[config.mk]
export PLATFORM = sky130hd
export DESIGN_NAME = seq_ctrl_fsm_flat
export DESIGN_NICKNAME = d
export VERILOG_FILES = /design/src/rtl/seq_ctrl_pkg.sv /design/src/rtl/seq_ctrl_fsm_if.sv /design/src/rtl/seq_ctrl_fsm_alu_ctrl_decode.sv /design/src/rtl/seq_ctrl_fsm.sv /design/src/flat_wrapper.sv
export SDC_FILE = /design/constraint.sdc
export NUM_CORES = 1
export LEC_CHECK = 0
export CAP_MARGIN = 0
export CORE_ASPECT_RATIO = 1.75
export CORE_MARGIN = 8
export CORE_UTILIZATION = 45
export DETAILED_ROUTE_END_ITERATION = 8
export GPL_TIMING_DRIVEN = 0
export PLACE_DENSITY = 0.77
export SYNTH_ARGS = -nofsm -noshare
export SYNTH_HDL_FRONTEND = slang
export SYNTH_SLANG_ARGS = --single-unit
[constraint.sdc]
create_clock -name clk -period 4.8 [get_ports clk]
set_clock_uncertainty 0.15 [all_clocks]
set_input_delay 0.96 -clock clk [delete_from_list [all_inputs] [get_ports clk]]
set_output_delay 0.96 -clock clk [all_outputs]
set_load 0.01 [all_outputs]
[src/rtl/seq_ctrl_pkg.sv]
// Shared encodings for the sequential RV64 control unit:
// opcodes, ALU codes, FSM states and instruction op classes.
package seq_ctrl_pkg;

   localparam logic [6:0] OP_R    = 7'b0110011;
   localparam logic [6:0] OP_IALU = 7'b0010011;
   localparam logic [6:0] OP_LD   = 7'b0000011;
   localparam logic [6:0] OP_SD   = 7'b0100011;
   localparam logic [6:0] OP_BEQ  = 7'b1100011;

   localparam logic [2:0] F3_ADD = 3'b000;
   localparam logic [2:0] F3_SLT = 3'b010;
   localparam logic [2:0] F3_DW  = 3'b011;
   localparam logic [2:0] F3_OR  = 3'b110;
   localparam logic [2:0] F3_AND = 3'b111;

   localparam logic [3:0] ALU_AND = 4'b0000;
   localparam logic [3:0] ALU_OR  = 4'b0001;
   localparam logic [3:0] ALU_ADD = 4'b0010;
   localparam logic [3:0] ALU_SUB = 4'b0110;
   localparam logic [3:0] ALU_SLT = 4'b0111;

   typedef enum logic [2:0] {
      S_IDLE   = 3'd0,
      S_FETCH  = 3'd1,
      S_DECODE = 3'd2,
      S_EXEC   = 3'd3,
      S_MEM    = 3'd4,
      S_WB     = 3'd5,
      S_HALT   = 3'd6
   } state_t;

   typedef enum logic [2:0] {
      CL_R,
      CL_IALU,
      CL_LD,
      CL_SD,
      CL_BEQ
   } op_class_t;

   // Classes whose ALU B operand is the immediate rather than rs2.
   function automatic logic uses_imm(op_class_t c);
      return (c == CL_IALU) || (c == CL_LD) || (c == CL_SD);
   endfunction

endpackage

[src/rtl/seq_ctrl_fsm_if.sv]
// Datapath/memory handshake bundle between the control unit
// (master) and the datapath plus memories (slave).
interface seq_ctrl_fsm_if;

   logic [6:0] opcode;
   logic [2:0] funct3;
   logic       funct7_5;
   logic       zero;
   logic       imem_ready;
   logic       dmem_ready;

   logic       imem_req;
   logic       ir_write;
   logic       pc_write;
   logic       pc_src;
   logic       dmem_read;
   logic       dmem_write;
   logic       reg_write;
   logic       mem_to_reg;
   logic       alu_src_b;
   logic [3:0] alu_control;

   modport master (
      input  opcode, funct3, funct7_5, zero,
      input  imem_ready, dmem_ready,
      output imem_req, ir_write, pc_write, pc_src,
      output dmem_read, dmem_write, reg_write, mem_to_reg,
      output alu_src_b, alu_control
   );

   modport slave (
      output opcode, funct3, funct7_5, zero,
      output imem_ready, dmem_ready,
      input  imem_req, ir_write, pc_write, pc_src,
      input  dmem_read, dmem_write, reg_write, mem_to_reg,
      input  alu_src_b, alu_control
   );

endinterface

[src/rtl/seq_ctrl_fsm_alu_ctrl_decode.sv]
// Combinational instruction classifier: maps opcode/funct fields
// to the ALU operation, op class and a legality flag.
module alu_ctrl_decode
   import seq_ctrl_pkg::*;
(
   input  logic [6:0] opcode,
   input  logic [2:0] funct3,
   input  logic       funct7_5,
   output logic [3:0] alu_control,
   output op_class_t  op_class,
   output logic       legal
);

   always_comb begin
      alu_control = ALU_ADD;
      op_class    = CL_R;
      legal       = 1'b0;
      case (opcode)
         OP_R: begin
            op_class = CL_R;
            case ({funct7_5, funct3})
               {1'b0, F3_ADD}: begin
                  alu_control = ALU_ADD;
                  legal       = 1'b1;
               end
               {1'b1, F3_ADD}: begin
                  alu_control = ALU_SUB;
                  legal       = 1'b1;
               end
               {1'b0, F3_AND}: begin
                  alu_control = ALU_AND;
                  legal       = 1'b1;
               end
               {1'b0, F3_OR}: begin
                  alu_control = ALU_OR;
                  legal       = 1'b1;
               end
               {1'b0, F3_SLT}: begin
                  alu_control = ALU_SLT;
                  legal       = 1'b1;
               end
               default: legal = 1'b0;
            endcase
         end
         // IR[30] is immediate data here, so it plays no part.
         OP_IALU: begin
            op_class = CL_IALU;
            case (funct3)
               F3_ADD: begin
                  alu_control = ALU_ADD;
                  legal       = 1'b1;
               end
               F3_AND: begin
                  alu_control = ALU_AND;
                  legal       = 1'b1;
               end
               F3_OR: begin
                  alu_control = ALU_OR;
                  legal       = 1'b1;
               end
               F3_SLT: begin
                  alu_control = ALU_SLT;
                  legal       = 1'b1;
               end
               default: legal = 1'b0;
            endcase
         end
         OP_LD: begin
            op_class    = CL_LD;
            alu_control = ALU_ADD;
            legal       = (funct3 == F3_DW);
         end
         OP_SD: begin
            op_class    = CL_SD;
            alu_control = ALU_ADD;
            legal       = (funct3 == F3_DW);
         end
         OP_BEQ: begin
            op_class    = CL_BEQ;
            alu_control = ALU_SUB;
            legal       = (funct3 == F3_ADD);
         end
         default: legal = 1'b0;
      endcase
   end

endmodule

[src/rtl/seq_ctrl_fsm.sv]
// Multi-cycle control FSM for the sequential RV64 core: sequences
// fetch/decode/exec/mem/wb and drives the shared ALU and strobes.
module seq_ctrl_fsm
   import seq_ctrl_pkg::*;
#(
   parameter int CNT_W = 32
) (
   input  logic             clk,
   input  logic             reset,
   seq_ctrl_fsm_if.master   bus,
   output logic             illegal,
   output logic [2:0]       state_dbg,
   output logic [CNT_W-1:0] retired
);

   state_t     state;
   state_t     state_nx;
   op_class_t  cls_q;
   op_class_t  dec_cls;
   logic [3:0] alu_q;
   logic [3:0] dec_alu;
   logic       dec_legal;
   logic       retire;

   alu_ctrl_decode u_dec (
      .opcode      (bus.opcode),
      .funct3      (bus.funct3),
      .funct7_5    (bus.funct7_5),
      .alu_control (dec_alu),
      .op_class    (dec_cls),
      .legal       (dec_legal)
   );

   // Class and ALU op are captured once so later IR changes are inert.
   always_ff @(posedge clk or posedge reset) begin
      if (reset) begin
         state   <= S_IDLE;
         cls_q   <= CL_R;
         alu_q   <= ALU_ADD;
         illegal <= 1'b0;
         retired <= '0;
      end else begin
         state <= state_nx;
         if (state == S_DECODE) begin
            cls_q <= dec_cls;
            alu_q <= dec_alu;
            if (!dec_legal)
               illegal <= 1'b1;
         end
         if (retire)
            retired <= retired + CNT_W'(1);
      end
   end

   always_comb begin
      state_nx        = state;
      retire          = 1'b0;
      bus.imem_req    = 1'b0;
      bus.ir_write    = 1'b0;
      bus.pc_write    = 1'b0;
      bus.pc_src      = 1'b0;
      bus.dmem_read   = 1'b0;
      bus.dmem_write  = 1'b0;
      bus.reg_write   = 1'b0;
      bus.mem_to_reg  = 1'b0;
      bus.alu_src_b   = 1'b0;
      bus.alu_control = alu_q;
      unique case (state)
         S_IDLE: state_nx = S_FETCH;
         S_FETCH: begin
            bus.imem_req = 1'b1;
            if (bus.imem_ready) begin
               bus.ir_write = 1'b1;
               bus.pc_write = 1'b1;
               state_nx     = S_DECODE;
            end
         end
         S_DECODE: begin
            bus.alu_control = dec_alu;
            bus.alu_src_b   = dec_legal && uses_imm(dec_cls);
            state_nx        = dec_legal ? S_EXEC : S_HALT;
         end
         S_EXEC: begin
            bus.alu_src_b = uses_imm(cls_q);
            case (cls_q)
               CL_BEQ: begin
                  bus.pc_write = bus.zero;
                  bus.pc_src   = bus.zero;
                  retire       = 1'b1;
                  state_nx     = S_FETCH;
               end
               CL_LD, CL_SD: state_nx = S_MEM;
               default:      state_nx = S_WB;
            endcase
         end
         S_MEM: begin
            bus.alu_src_b = uses_imm(cls_q);
            if (cls_q == CL_LD) begin
               bus.dmem_read = 1'b1;
               if (bus.dmem_ready)
                  state_nx = S_WB;
            end else begin
               bus.dmem_write = 1'b1;
               if (bus.dmem_ready) begin
                  retire   = 1'b1;
                  state_nx = S_FETCH;
               end
            end
         end
         S_WB: begin
            bus.alu_src_b  = uses_imm(cls_q);
            bus.reg_write  = 1'b1;
            bus.mem_to_reg = (cls_q == CL_LD);
            retire         = 1'b1;
            state_nx       = S_FETCH;
         end
         S_HALT: state_nx = S_HALT;
         default: state_nx = S_IDLE;
      endcase
   end

   assign state_dbg = state;

endmodule

[src/flat_wrapper.sv]
// flat-port wrapper written by rule: the top's interface ports become plain ports
module seq_ctrl_fsm_flat import seq_ctrl_pkg::*;
#(
   parameter int CNT_W = 32
)
  (clk, reset, illegal, state_dbg, retired, bus_opcode, bus_funct3, bus_funct7_5, bus_zero, bus_imem_ready, bus_dmem_ready, bus_imem_req, bus_ir_write, bus_pc_write, bus_pc_src, bus_dmem_read, bus_dmem_write, bus_reg_write, bus_mem_to_reg, bus_alu_src_b, bus_alu_control);
  seq_ctrl_fsm_if bus_i ();
  input  logic clk;
  input  logic reset;
  output logic illegal;
  output logic [2:0] state_dbg;
  output logic [CNT_W-1:0] retired;
  input wire logic [$bits(bus_i.opcode)-1:0] bus_opcode;
  input wire logic [$bits(bus_i.funct3)-1:0] bus_funct3;
  input wire logic [$bits(bus_i.funct7_5)-1:0] bus_funct7_5;
  input wire logic [$bits(bus_i.zero)-1:0] bus_zero;
  input wire logic [$bits(bus_i.imem_ready)-1:0] bus_imem_ready;
  input wire logic [$bits(bus_i.dmem_ready)-1:0] bus_dmem_ready;
  output wire logic [$bits(bus_i.imem_req)-1:0] bus_imem_req;
  output wire logic [$bits(bus_i.ir_write)-1:0] bus_ir_write;
  output wire logic [$bits(bus_i.pc_write)-1:0] bus_pc_write;
  output wire logic [$bits(bus_i.pc_src)-1:0] bus_pc_src;
  output wire logic [$bits(bus_i.dmem_read)-1:0] bus_dmem_read;
  output wire logic [$bits(bus_i.dmem_write)-1:0] bus_dmem_write;
  output wire logic [$bits(bus_i.reg_write)-1:0] bus_reg_write;
  output wire logic [$bits(bus_i.mem_to_reg)-1:0] bus_mem_to_reg;
  output wire logic [$bits(bus_i.alu_src_b)-1:0] bus_alu_src_b;
  output wire logic [$bits(bus_i.alu_control)-1:0] bus_alu_control;
  assign bus_i.opcode = bus_opcode;
  assign bus_i.funct3 = bus_funct3;
  assign bus_i.funct7_5 = bus_funct7_5;
  assign bus_i.zero = bus_zero;
  assign bus_i.imem_ready = bus_imem_ready;
  assign bus_i.dmem_ready = bus_dmem_ready;
  assign bus_imem_req = bus_i.imem_req;
  assign bus_ir_write = bus_i.ir_write;
  assign bus_pc_write = bus_i.pc_write;
  assign bus_pc_src = bus_i.pc_src;
  assign bus_dmem_read = bus_i.dmem_read;
  assign bus_dmem_write = bus_i.dmem_write;
  assign bus_reg_write = bus_i.reg_write;
  assign bus_mem_to_reg = bus_i.mem_to_reg;
  assign bus_alu_src_b = bus_i.alu_src_b;
  assign bus_alu_control = bus_i.alu_control;
  seq_ctrl_fsm #(.CNT_W(CNT_W)) u_core (.clk(clk), .reset(reset), .bus(bus_i), .illegal(illegal), .state_dbg(state_dbg), .retired(retired));
endmodule
==> metrics.md <==
| Metric | Value |
|---|---|
| Buf/Inv on CP | 2 |
| Chip height | 109 um |
| Mapped cell area | 2220 sq um |
| Total setup buffers inserted after CTS | 0 |
| Switching Power | 0.000363 W |
| Main area contributors after synthesis | dfrtp_1 47%, xnor2_1 9.5%, nand2_1 3.7% |
| Total CTS buffers | 5 |
| Synth top area share | 47.4% |
| WL final | 5360 um |
| Period utilisation layout | 93.8% |
| Clock root buffer | clkbuf_8 |
| Post-CTS Hold Buffers | 0 |
| I/O pin total | 65 |
| Worst EP arrival | 3.39 ns |
| Post-synth EDFFs | 0 |
| Clock Latency Late Sink | 0.29 ns |
| HP Class | register to register |
| Initial Utilization | 45.7% |
| Setup WS post-layout | 0.295 ns |
| Total track usage | 14.7% |
| Antenna viol nets, final | 0 |
| Crit path largest cell delay | 0.64 ns |
| # diodes | 0 |
| Dpl hpwl | 4070 um |
| Critical path peak fanout | 5 |
| Yosys top cell by area | dfrtp_1 |
| Top Usage Layer GRT | met2 |
| Critical Path Source Type | primary input |
| Avg Vias per Cell | 5.49 |
| Synth top cells by count | 42 x dfrtp_1, 24 x xnor2_1, 22 x nand2_1 |
| Crit path cell chain | clkdlybuf4s50_1, nand2_1, o31ai_1, a32oi_1, nor4_1, a31o_2, clkdlybuf4s50_1 |
| Seq/Total Area, Yosys | 48.6% |
| Fillers | 440 |
| Crit Path Class | primary input to primary output |
| Met1 usage | 14.2% |
| Drt wl/cell | 15.9 um |
| Total negative slack | 0 ns |
| Measured slew at the worst slew-check pin | 0.891 ns |
| Register area | 1080 sq um |
| Cells after Synth | 212 |
| CTS Buffer Depth | 2 |
| Dpl cell area | 2920 sq um |
| Setup crit end kind | primary output |
| RSZ-0062 raised after global routing | false |
| Via count | 1851 |
| Netlist cell types | 49 |
| Footprint of the multi-input gates | 1070 sq um |
| Vias in the first global route | 2019 |
| Clock slew at reported path FFs | 0.08 ns |
| Seq cells post-synth | 43 |
| Final #Nets | 299 |
| Placer Congestion | 0.822 |
| Yosys warns | 0 |
| Ys async rst share | 100% |
| Most frequent cell after synthesis | dfrtp_1 |
| Initial antenna violation count | 0 |
| Internal | 0.000757 W |
| Leakage | 1.26 nW |
| Max Cap Viol | 0 |
| # clock sinks | 43 |
| Number of gates resized after CTS | 0 |
| Clock network fraction of design power | 24.7% |
| 1st-iter DRT viols | 48 |
| WP data required | 3.69 ns |
| CTS tree | built |
| Dpl ws | 0.338 ns |
| PortBufs | 63 |
| Final Critical Period | 4.50 ns |
| Post-route design area | 3020 sq um |
| Final Hold Fails | 0 |
| Net Sw Frac | 32.4% |
| Most frequent CP cell | clkdlybuf4s50_1 |
| Power density over the cells | 371 nW/um^2 |
| DRC Markers | 0 |
| FP Rows | 34 |
| Status | finished, final reports clean |
| Grt met3 use | 5.92% |
| GRT Residual Overflow | 0 |
| Final Max Tran Viols | 0 |
| Sequential share of power | 42.4% |
| Peak Freq | 222 MHz |
| Predominant post-synthesis flop cell | dfrtp_1 |
| Drt pass-1 iters | 4 |
| Syn Area/Cell | 10.5 sq um |
| Top Family by Delay on Critical Path | buffers and inverters |
| Worst IR Drop VDD | 0.348 mV |
| Combinational fraction of design power | 32.9% |
| Syn_nets | 229 |
| DIE AREA | 7520 sq um |
| Final setup viols | 0 |
| Syn-to-layout area delta | 36.3% |
| Pin count of the biggest net entering global routing | 44 |
| Slowest CP cell | nor4_1 |
| Core ar. | 4850 sq um |
| First-pass GRT wire length | 9210 um |
| DIE WIDTH | 69.1 um |
| Slew HR | 40.5% |
| Util after Layout | 62.3% |
| # H-tree levels | 2 |
| GRT met2 Usage | 27.1% |
| Flop2flop setup slack | 2.49 ns |
| Layout cells sized above 1 | 11.0% |
layout make-up:
type	instances	area share, %
buffer	5	1.37
clock buffer	7	2.52
clock inverter	1	0.993
inverter	7	0.869
multi-input combinational	157	35.5
sequential	43	35.6
tap	54	2.24
timing repair buffer	63	20.9
power groups by stage:
stage | combinational (W) | clock, W | sequential [W]
global route | 0.000407 | 0.000296 | 0.000486
detailed placement | 0.000370 | 0 | 0.000482
CTS | 0.000374 | 0.000283 | 0.000476
finish | 0.000369 | 0.000276 | 0.000475
global placement | 0.000364 | 0 | 0.000481
floorplan | 0.000186 | 0 | 0.000484
sequential cells by signal, indices dropped and copies added (netlist names):
signal,flops
u_core.alu_q,4
u_core.cls_q,3
u_core.illegal,1
u_core.retired,32
u_core.state_dbg,3
metal layers:
metal	wire [um]	vias to the layer above
met5	0	-
met4	43	0
met3	410	4
met2	2890	55
met1	2010	903
li1	-	889
path summary, 6_finish.rpt:
check / end / start / depth (start not counted)
worst max-delay path: bus_alu_src_b / bus_opcode[5] / 7
worst max register to register: u_core.retired[16]$_DFFE_PP0P_ / u_core.state_dbg[0]$_DFFE_PP0P_ / 5
worst min-delay path: u_core.retired[31]$_DFFE_PP0P_ / u_core.retired[31]$_DFFE_PP0P_ / 1
worst min register to register: u_core.retired[31]$_DFFE_PP0P_ / u_core.retired[31]$_DFFE_PP0P_ / 1
max in group asynchronous: u_core.illegal$_DFFE_PP0P_ / reset / 2
min in group asynchronous: u_core.retired[22]$_DFFE_PP0P_ / reset / 2
per-stage QoR:
stage               power, W  cells  hold slack, ns
finish               0.00112    337           0.320
global route         0.00119    337           0.347
CTS                  0.00113    337           0.325
detailed placement  0.000852    329           0.311
global placement    0.000846    329           0.306
floorplan           0.000670    212           0.336
cell families after synthesis:
group / after synthesis / share of synthesized area (%)
xor gates and xnor gates: 33 / 13.0
AOI/OAI and AO/OA: 25 / 8.29
muxes: 2 / 1.02
adders and majority gates: 1 / 0.564
DFF: 43 / 48.6
buffers and inverters: 12 / 3.05
and+or+nand+nor: 96 / 25.5
placed cells by master, fill, tap and decap left out, types with 2 or more instances in the layout:
cell	count
nand3_1	10
nor3_1	6
clkdlybuf4s50_1	63
and2_1	5
nand3b_1	3
nand2_1	22
a31oi_1	4
o21ai_0	3
nor4b_2	2
o31ai_1	2
or2_2	3
nor3b_1	2
dfrtp_1	42
or3_1	2
nand4_1	11
xnor2_1	24
nor4_1	3
buf_6	3
xor2_1	9
nor2_1	9
nor2b_1	2
a21oi_1	3
clkbuf_1	4
mux2_2	2
clkbuf_8	5
and3_1	5
and4_1	2
o21ai_2	3
inv_1	5
inv_2	2
Note: power is estimated with default switching activity, not from simulation.
